## src/rtl/shift_out_pkg.sv

```systemverilog
// Shared types and helpers for the parallel-in, serial-out transmitter.
// Provides the FSM state type and the bit counter width helper.
package shift_out_pkg;

  typedef enum logic {
    IDLE,
    SHIFT
  } so_state_t;

  function automatic int cnt_w(input int n);
    return (n > 1) ? $clog2(n) : 1;
  endfunction

endpackage

```

## src/rtl/bit_down_counter.sv

```systemverilog
// Down counter for the bits remaining in a word.
// flush beats load, load beats dec, and dec saturates at zero.
module bit_down_counter #(
  parameter int W = 3
) (
  input  logic         clk,
  input  logic         clear_n,
  input  logic         load,
  input  logic [W-1:0] load_val,
  input  logic         dec,
  input  logic         flush,
  output logic [W-1:0] cnt,
  output logic         zero
);

  assign zero = (cnt == '0);

  always_ff @(posedge clk or negedge clear_n) begin
    if (!clear_n) begin
      cnt <= '0;
    end else if (flush) begin
      cnt <= '0;
    end else if (load) begin
      cnt <= load_val;
    end else if (dec && !zero) begin
      cnt <= cnt - W'(1);
    end
  end

endmodule

```

## src/rtl/shift_out_register.sv

```systemverilog
// Parallel-in, serial-out transmitter with valid/ready on both sides.
// The last beat of a word can overlap the load of the next one.
module shift_out_register
  import shift_out_pkg::*;
#(
  parameter int N         = 8,
  parameter bit MSB_FIRST = 1'b1
) (
  input  logic         clk,
  input  logic         clear_n,
  input  logic [N-1:0] in,
  input  logic         load_valid,
  output logic         load_ready,
  input  logic         abort,
  output logic         ser_out,
  output logic         ser_valid,
  output logic         ser_last,
  input  logic         ser_ready,
  output logic         busy
);

  localparam int W = cnt_w(N);
  localparam logic [W-1:0] LAST_IDX = W'(N - 1);

  so_state_t      state;
  logic [N-1:0]   shreg;
  logic [W-1:0]   cnt;
  logic           zero;
  logic           load_fire;
  logic           beat_fire;
  logic           in_shift;

  assign in_shift  = (state == SHIFT);
  assign ser_valid = in_shift;
  assign ser_last  = in_shift & zero;
  assign busy      = in_shift;
  assign ser_out   = MSB_FIRST ? shreg[N-1] : shreg[0];

  // Reload is allowed while the final bit is being accepted.
  assign load_ready = !abort &
                      (!in_shift | (zero & ser_ready));
  assign load_fire  = load_valid & load_ready;
  assign beat_fire  = ser_valid & ser_ready;

  bit_down_counter #(
    .W (W)
  ) u_cnt (
    .clk      (clk),
    .clear_n  (clear_n),
    .load     (load_fire),
    .load_val (LAST_IDX),
    .dec      (beat_fire),
    .flush    (abort),
    .cnt      (cnt),
    .zero     (zero)
  );

  always_ff @(posedge clk or negedge clear_n) begin
    if (!clear_n) begin
      state <= IDLE;
      shreg <= '0;
    end else if (abort) begin
      state <= IDLE;
      shreg <= '0;
    end else if (load_fire) begin
      state <= SHIFT;
      shreg <= in;
    end else if (beat_fire) begin
      shreg <= MSB_FIRST ? (shreg << 1) : (shreg >> 1);
      if (zero) begin
        state <= IDLE;
      end
    end
  end

endmodule

```

## config.mk

```make
export PLATFORM = sky130hd
export DESIGN_NAME = shift_out_register
export DESIGN_NICKNAME = d
export VERILOG_FILES = /design/src/rtl/shift_out_pkg.sv /design/src/rtl/bit_down_counter.sv /design/src/rtl/shift_out_register.sv
export SDC_FILE = /design/constraint.sdc
export NUM_CORES = 1
export LEC_CHECK = 0
export BUFFER_PORTS_ARGS = -buffer_cell sky130_fd_sc_hd__buf_2
export CAP_MARGIN = 10
export CORE_ASPECT_RATIO = 0.8
export CORE_MARGIN = 2
export CORE_UTILIZATION = 40
export CTS_CLUSTER_SIZE = 25
export DETAILED_ROUTE_END_ITERATION = 6
export PLACE_DENSITY_LB_ADDON = 0.15
export SYNTH_ARGS = -nofsm -noshare
export SYNTH_HDL_FRONTEND = slang
export SYNTH_SLANG_ARGS = --single-unit
```

## constraint.sdc

```tcl
create_clock -name clk -period 2.2 [get_ports clk]
set_clock_uncertainty 0.05 [all_clocks]
set_input_delay 0.33 -clock clk [delete_from_list [all_inputs] [get_ports clk]]
set_output_delay 0.33 -clock clk [all_outputs]
set_load 0.05 [all_outputs]
```

# --- After elaboration in Yosys (flattened, before gate mapping) ---
# Index checks and enable logic that the tools add are counted.
op_classes:
  bitwise_logic: 6
  add_sub_neg: 1
  div_mod_pow: 0
  shifts: 0
  muxes: 10
  order_cmp: 0
  n_mul: 0
  reduce_logical: 9
  n_eq_ne: 0
op_table:
  columns: ["cell", "count"]
  rows:
  - ["8-bit two-way mux", 3]
  - ["3-bit two-way mux", 3]
  - ["3-bit nonzero test", 3]
  - ["1-bit AND", 5]
  - ["1-bit two-way mux", 4]
  - ["1-bit zero test", 3]
  - ["3-bit zero test", 1]
  - ["3-bit by 1-bit subtractor with 3-bit output, second input constant", 1]
  - ["2-bit AND reduction", 1]
  - ["1-bit logical AND", 1]
  - ["1-bit bitwise OR", 1]
totals:
  mem_count: 0
  register_bits: 12
  mem_bits_ro: 0
  in_bits: 13
  ramBits: 0
  wordCells: 29
  output_inout_bits: 5
  latchBits: 0

# --- Logic depth before layout (Yosys ltp) ---
# Gate-level depths: netlist of the first run.
depth:
  depth_word: 7
  depth_mapped: 6
  mapped_depth_nobuf: 6

# --- Cells and area by module ---
# From an unflattened synthesis of the first run, not the netlist that was laid out.
unflattened:
  hier_cells: 87
  hier_area_um2: 830.8
modules_own_cells:
  columns: ["mod", "cells_each", "area_per_inst_um2", "seq_area_each_um2", "n_inst"]
  rows:
  - ["shift_out_register", 66, 635.6, 225.2, 1]
  - ["bit_down_counter", 21, 195.2, 75.1, 1]

# --- Worst setup path before layout of the first run ---
# OpenSTA, ideal clock, no wires.
synth_path:
  kind: "flip-flop to flip-flop"
  from: "register u_cnt.cnt[0]"
  to: "register u_cnt.cnt[2]"
  stages_incl_launch_ff: 7
  n_path_buf: 0
  arrival_ps: 1888
  period_less_slack_ps: 2025
  path_slack_ps: 175
  setup_time_ps: 87
  t_required_ps: 2063
  cell_sequence: "dfrtp_1 -> inv_1 -> ha_1 -> nand3b_1 -> a21oi_1 -> nand2_1 -> o211ai_1"
synth_between:
  elab_chain_cells: 7
  elab_cells_between_ends: 12
  cone_classes: "add/sub: 1; mux: 3; bitwise: 4; reduce/logical: 4"
synth_rtl:
  columns: ["element", "line", "source"]
  rows:
  - ["start, declared", "bit_down_counter.sv:12", "output logic [W-1:0] cnt,"]
  - ["start signal, assigned", "bit_down_counter.sv:24", "cnt <= load_val;"]
  - ["start signal, assigned", "bit_down_counter.sv:26", "cnt <= cnt - W'(1);"]
  - ["3-bit zero test (*)", "bit_down_counter.sv:16", "assign zero = (cnt == '0);"]
  - ["1-bit AND (*)", "shift_out_register.sv:41", "(!in_shift | (zero & ser_ready));"]
  - ["1-bit bitwise OR (*)", "shift_out_register.sv:41", null]
  - ["1-bit AND (*)", "shift_out_register.sv:40", "assign load_ready = !abort &"]
  - ["net load_ready", "shift_out_register.sv:13", "output logic load_ready,"]
  - ["1-bit AND (*)", "shift_out_register.sv:42", "assign load_fire = load_valid & load_ready;"]
  - ["3-bit two-way mux", "bit_down_counter.sv:23", "end else if (load) begin"]
  - ["3-bit two-way mux", "bit_down_counter.sv:21", "end else if (flush) begin"]
# The timed path passes the listed nets; every way through them passes the cells marked *. The select of a mux whose other input is x is not followed.
# A chain may end at the register's enable or synchronous reset.

# --- Final worst setup path of the first run ---
layout_path:
  from: "register u_cnt.cnt[0]"
  to: "output port load_ready"
layout_between:
  elab_chain_cells: 4
layout_rtl:
  columns: ["element", "line"]
  rows:
  - ["3-bit zero test", "bit_down_counter.sv:16"]
  - ["1-bit AND", "shift_out_register.sv:41"]
  - ["1-bit bitwise OR", "shift_out_register.sv:41"]
  - ["1-bit AND", "shift_out_register.sv:40"]
  - ["end, declared", "shift_out_register.sv:13"]
# No other way between the ends.

==> impl_metrics.py, run 1 <==
metrics = {
    "global_route": {
        "grt_overflow": 0,
        "grt_pass1_wl_mm": 1.86,
        "grtUsageTotal_pct": 13.2,
        "grt_max_degree": 13,
        "grt_pass1_vias": 413,
        "antenna_found_initial": 0,
    },
    "floorplan": {
        "fp.dieH_um": 40.2,
        "coreArea_um2": 1580,
        "die_x_um": 49.2,
        "io_pins": 18,
        "start_util_pct": 41.5,
        "core.rowCount": 13,
        "die_area_um2": 1980,
    },
    "hold_path": {
        "min_path_type": "input port to register",
    },
    "clock_tree": {
        "cts_resized": 0,
        "cts-root-buf": "clkbuf_4",
        "htree_levels": 1,
        "cts.sinks": 12,
        "cts_buffers": 3,
        "cts_tree": "built",
        "clockBufferDepth": 2,
        "clkSlewWorstSetupHoldPaths_ns": 0.08,
        "clock_insertion_delay_worst_skew_ns": 0.27,
    },
    "synth": {
        "synth_cell_type_count": 27,
        "yosys_warnings": 0,
        "synth-seq-cells": 12,
        "synth_area_um2": 654,
        "synthCells": 61,
        "synth.yosys.seq_area_share_pct": 45.9,
        "syn_area_per_cell_um2": 10.7,
        "syn_nets": 76,
    },
    "drt": {
        "vias": 500,
        "drt_first_iter_violations": 8,
        "route.met2.wl_um": 495,
        "wl_met3_um": 77,
        "drtPass1Iterations": 4,
        "ant_nets": 0,
        "viasPerCell": 4.85,
        "top_layer": "met4",
        "drcViolationCount": 0,
        "wl_per_cell_um": 11.3,
        "wl_met1_um": 583,
        "routed_wl_mm": 1.17,
    },
    "sta": {
        "rsz0062_at_grt": "false",
        "hold_violations": 0,
        "relSlewSlack_pct": 75.7,
        "finalSetupTns_ns": 0,
        "max_freq_mhz": 511,
        "setup_violations": 0,
        "hold_ws_ns": 0.235,
        "min_period_ns": 1.96,
        "final.period_utilization_pct": 89.0,
        "tightestPinTransition_ns": 0.363,
        "drv_slew": 0,
    },
    "setup_path": {
        "worst-path-buf-inv": 2,
        "start_kind": "register",
        "cp_top_family": "flip-flops",
        "critPathSlowestCell": "dfrtp_1",
        "path_max_fanout": 3,
        "crit_required_ns": 1.82,
        "path_class": "register to output port",
        "arrival_ns": 1.58,
        "max_stage_delay_ns": 0.39,
        "worstSetupEndpointType": "output port",
        "cp_cell_sequence": "inv_1 > ha_1 > nand3b_1 > a21oi_1 > buf_2",
    },
    "placement": {
        "place.gp.congestion": 0.758,
        "portBuffers": 17,
        "dpl.hpwl_um": 874,
    },
    "pwr": {
        "p_per_area_nw_per_um2": 706,
        "p_leak_nw": 0.362,
        "ir_drop_uv": 433,
    },
    "finish": {
        "fill_cells": 158,
        "drive_above_1_share_pct": 34.6,
        "final_util_pct": 50.5,
        "nNetsFinal": 97,
        "diodes": 0,
        "area_growth_pct": 21.8,
    },
    "run": {
        "cap_viol_max_count": 0,
    },
    "outcome": {
        "status": "finished clean",
    },
}
==> power breakdown <==
group | switching, W | internal [W]
clock network | 0.0000740 | 0.000101
logic | 0.0000803 | 0.0000523
registers | 0.0000140 | 0.000241
==> what timing repair did <==
item / in CTS / in global routing
endpoints found under the hold margin: 12 / 0
hold buffers: 1 / 0
buffers inserted: 0 / 0
==> metal layers <==
metal / track usage (%) / up-vias
met5: 0 / -
met4: 4.29 / 0
met3: 5.97 / 2
met2: 19.6 / 14
met1: 17.3 / 227
li1: - / 257
==> layout by cell type, fill, tap and decap left out, drive strengths merged <==
cell type	count
nand3b	2
nor2b	2
mux2	1
mux2i	5
dlygate4sd3	1
a21oi	3
nor4b	2
buf	18
a221o	2
nor4	1
ha	2
o21ai	8
a211oi	1
or2b	1
xnor2	1
nand2	7
nor2	2
o211ai	1
dfrtp	12
a22o	1
clkbuf	4
and2	1
or2	1
inv	2
==> stage by stage <==
| stage | setup slack, ns | total power, W | instances | cell area (um^2) |
|---|---|---|---|---|
| after detailed placement | 0.488 | 0.000393 | 98 | 751 |
| after floorplan | 0.175 | 0.000359 | 61 | 654 |
| after global placement | 0.523 | 0.000392 | 98 | 751 |
| final | 0.241 | 0.000563 | 103 | 797 |
| after CTS | 0.225 | 0.000569 | 103 | 797 |
| after global routing | 0.128 | 0.000596 | 103 | 797 |
==> path summary, 6_finish.rpt <==
check	startpoint	slack [ns]	cells past startpoint	to
max	u_cnt.cnt[0]	0.24	5	load_ready
min	in[4]	0.23	2	shreg[4]
max reg2reg	u_cnt.cnt[0]	0.47	6	shreg[4]
min reg2reg	shreg[3]	0.43	2	shreg[3]
max in group asynchronous	clear_n	1.48	2	u_cnt.cnt[2]
min in group asynchronous	clear_n	0.41	2	u_cnt.cnt[1]
==> cells by family after synthesis <==
logic type      synth area share, %
buf+inv                        4.78
mux                            9.37
xor+xnor                       1.34
fa+ha+maj                      3.82
compound gates                 17.6
simple gates                   17.2
flops                          45.9
==> layout make-up <==
cell class	count	area, um^2	share of cell area, %
clock buffers	4	36.3	4.55
inverters	2	7.51	0.942
multi-input cells	44	323	40.5
flip-flops and latches	12	300	37.7
well taps	22	27.5	3.45
repair buffers	19	103	12.9
==> Yosys cell counts, drive strengths merged <==
cell type / n / area share (%)
nand3b: 2 / 2.3
or2: 1 / 0.96
mux2i: 5 / 7.6
nand2: 7 / 4.0
o211ai: 1 / 1.1
inv: 2 / 1.1
a211oi: 1 / 1.9
o21ai: 8 / 6.1
nor4b: 2 / 3.6
xnor2: 1 / 1.3
a21oi: 3 / 4.0
mux2: 1 / 1.7
and2: 1 / 1.1
buf: 3 / 3.6
ha: 2 / 3.8
nor2b: 2 / 1.9
or2b: 1 / 1.1
a22o: 1 / 1.3
nor2: 2 / 1.1
dfrtp: 12 / 46
nor4: 1 / 0.96
a221o: 2 / 3.1
==> state kept, by name, indices dropped and copies added (netlist names) <==
signal / cells
shreg: 8
busy: 1
u_cnt.cnt: 3
No activity file was read; power rests on OpenSTA's default activity.
==> inputs of run 2 (changes only) <==
--- a/config.mk
+++ b/config.mk
@@ -10,6 +10,7 @@
 export CORE_ASPECT_RATIO = 0.8
 export CORE_MARGIN = 2
 export CORE_UTILIZATION = 40
+export CTS_BUF_LIST = sky130_fd_sc_hd__clkbuf_8
 export CTS_CLUSTER_SIZE = 25
 export DETAILED_ROUTE_END_ITERATION = 6
 export PLACE_DENSITY_LB_ADDON = 0.15
==> run 2 against run 1 <==
Net effect:
- via count is 0.20% higher
- largest cell class unchanged
- wire length is 2.7% higher
- register-to-register slack hardly changed
- first-iteration DRC count is 25% higher
- cell count stayed put
- clock-buffer cell count stayed put
- worst hold slack better by 0.034 ns
- cell area is 2.4% higher
- largest power group unchanged
- worst setup slack better by 0.041 ns
- combinational power hardly changed
- critical endpoint unchanged
- fmax is 2.1% higher
- flip-flop and latch count stayed put
==> impl_metrics.py, run 2 (synthesized netlist as in run 1, its figures left out) <==
metrics = {
    "outcome": {
        "status": "finished clean",
    },
    "floorplan": {
        "io_pins": 18,
        "core.rowCount": 13,
        "coreArea_um2": 1580,
        "fp.dieH_um": 40.2,
        "die_x_um": 49.2,
        "die_area_um2": 1980,
        "start_util_pct": 41.5,
    },
    "finish": {
        "final_cell_mix": "buf_2, dfrtp_1, nand2_1, o21ai_0, mux2i_1",
        "final_common_cell": "buf_2",
        "drive_above_1_share_pct": 34.6,
        "diodes": 0,
        "final_util_pct": 51.7,
        "nNetsFinal": 97,
        "largest_reg_flops": 8,
        "regMostFlops": "shreg",
        "layout.cells.non_filler": 103,
        "area_growth_pct": 24.7,
        "fin_area_um2": 816,
    },
    "placement": {
        "dpl_cell_area_um2": 751,
        "pre_cts_ws_ns": 0.488,
        "portBuffers": 17,
        "dpl.hpwl_um": 874,
        "post-place-cells": 98,
        "place.gp.congestion": 0.758,
    },
    "setup_path": {
        "crit_required_ns": 1.82,
        "path_class": "register to output port",
        "worst_r2r_path_depth": 6,
        "cp-endpoint": "load_ready",
        "start_kind": "register",
        "cp_top_family": "flip-flops",
        "worst-path-buf-inv": 2,
        "cp_cell_sequence": "inv_1 > ha_1 > nand3b_1 > a21oi_1 > buf_2",
        "startpoint": "u_cnt.cnt[0]",
        "arrival_ns": 1.54,
        "max_stage_delay_ns": 0.38,
        "reg2reg_slack_ns": 0.48,
        "timing.rr.start": "u_cnt.cnt[0]",
        "worstSetupEndpointType": "output port",
        "path_max_fanout": 3,
        "regToRegEndpoint": "shreg[4]",
        "critPathSlowestCell": "dfrtp_1",
        "path_depth": 5,
    },
    "sta": {
        "fin_ws_ns": 0.282,
        "max_freq_mhz": 521,
        "finalSetupTns_ns": 0,
        "rsz0062_at_grt": "false",
        "min_period_ns": 1.92,
        "setup_violations": 0,
        "final.period_utilization_pct": 87.2,
        "tightestPinTransition_ns": 0.362,
        "hold_violations": 0,
        "drv_slew": 0,
        "relSlewSlack_pct": 75.8,
    },
    "hold_path": {
        "min_path_type": "input port to register",
    },
    "clock_tree": {
        "clkSlewWorstSetupHoldPaths_ns": 0.05,
        "cts-root-buf": "clkbuf_8",
        "cts_buffers": 3,
        "clock_insertion_delay_worst_skew_ns": 0.24,
        "cts_setup_buffers": 0,
        "clockBufferDepth": 2,
        "cts.sinks": 12,
        "cts_tree": "built",
        "htree_levels": 1,
    },
    "global_route": {
        "antenna_found_initial": 0,
        "grt_pass1_wl_mm": 1.92,
        "grt_overflow": 0,
        "grt_pass1_vias": 427,
        "grtUsageTotal_pct": 13.8,
        "grt_max_degree": 13,
    },
    "drt": {
        "drt_first_iter_violations": 10,
        "vias": 501,
        "wl_per_cell_um": 11.6,
        "routed_wl_mm": 1.20,
        "drcViolationCount": 0,
        "viasPerCell": 4.86,
        "ant_nets": 0,
        "drtPass1Iterations": 4,
    },
    "pwr": {
        "ir_drop_uv": 477,
        "p_per_area_nw_per_um2": 770,
        "p_leak_nw": 0.370,
    },
    "run": {
        "cap_viol_max_count": 0,
    },
}
[run 2: cell counts in the layout (fill, tap and decap cells not counted)]
No cell type changed its count.
[run 2: area by class of cell]
type                            instances  area (um^2)
Fill cell                             157          762
Multi-Input combinational cell         44          323
Sequential cell                        12          300
Timing Repair Buffer                   19          103
Clock buffer                            4         55.1
Tap cell                               22         27.5
Inverter                                2         7.51
[run 2: worst reg2reg max path: cells and delay by family, from the launching register on]
family	cells	cell delay (ns)
compound gates	2	0.65
fa+ha+maj	1	0.16
buf+inv	1	0.08
flops	1	0.38
simple gates	2	0.28
[run 2: stage by stage]
stage          total power [W]  hold slack, ns
4_1_cts               0.000636           0.266
3_3_place_gp          0.000392           0.177
3_5_place_dp          0.000393           0.173
5_1_grt               0.000661           0.277
6_report              0.000628           0.269
2_1_floorplan         0.000359         -0.0156
[run 2: how the worst min path moves through the flow]
stage | cells after the start | to | slack [ns] | startpoint
after floorplan | 0 | busy | -0.02 | clear_n
after global placement | 1 | busy | 0.18 | clear_n
after detailed placement | 1 | shreg[4] | 0.17 | clear_n
after CTS | 2 | shreg[4] | 0.27 | in[4]
after global routing | 2 | shreg[4] | 0.28 | in[4]
final | 2 | shreg[4] | 0.27 | in[4]
[run 2: layer usage]
layer / part of all wire (%) / vias up / global-route usage [%]
li1: - / 257 / -
met1: 50 / 234 / 17.1
met2: 45 / 10 / 21.3
met3: 5.3 / 0 / 5.97
met5: 0 / - / 0
met4: 0 / 0 / 6.43
[run 2: report_power, final]
part,internal (W),switching [W]
clock,0.000158,0.0000810
combinational,0.0000523,0.0000807
sequential,0.000242,0.0000142
[run 2: timing repair]
| action | CTS | global route |
|---|---|---|
| hold buffers | 1 | 0 |
| gates resized for setup | 0 | 0 |
| hold endpoints to repair | 12 | 0 |
| endpoints found under the setup margin | 0 | 0 |
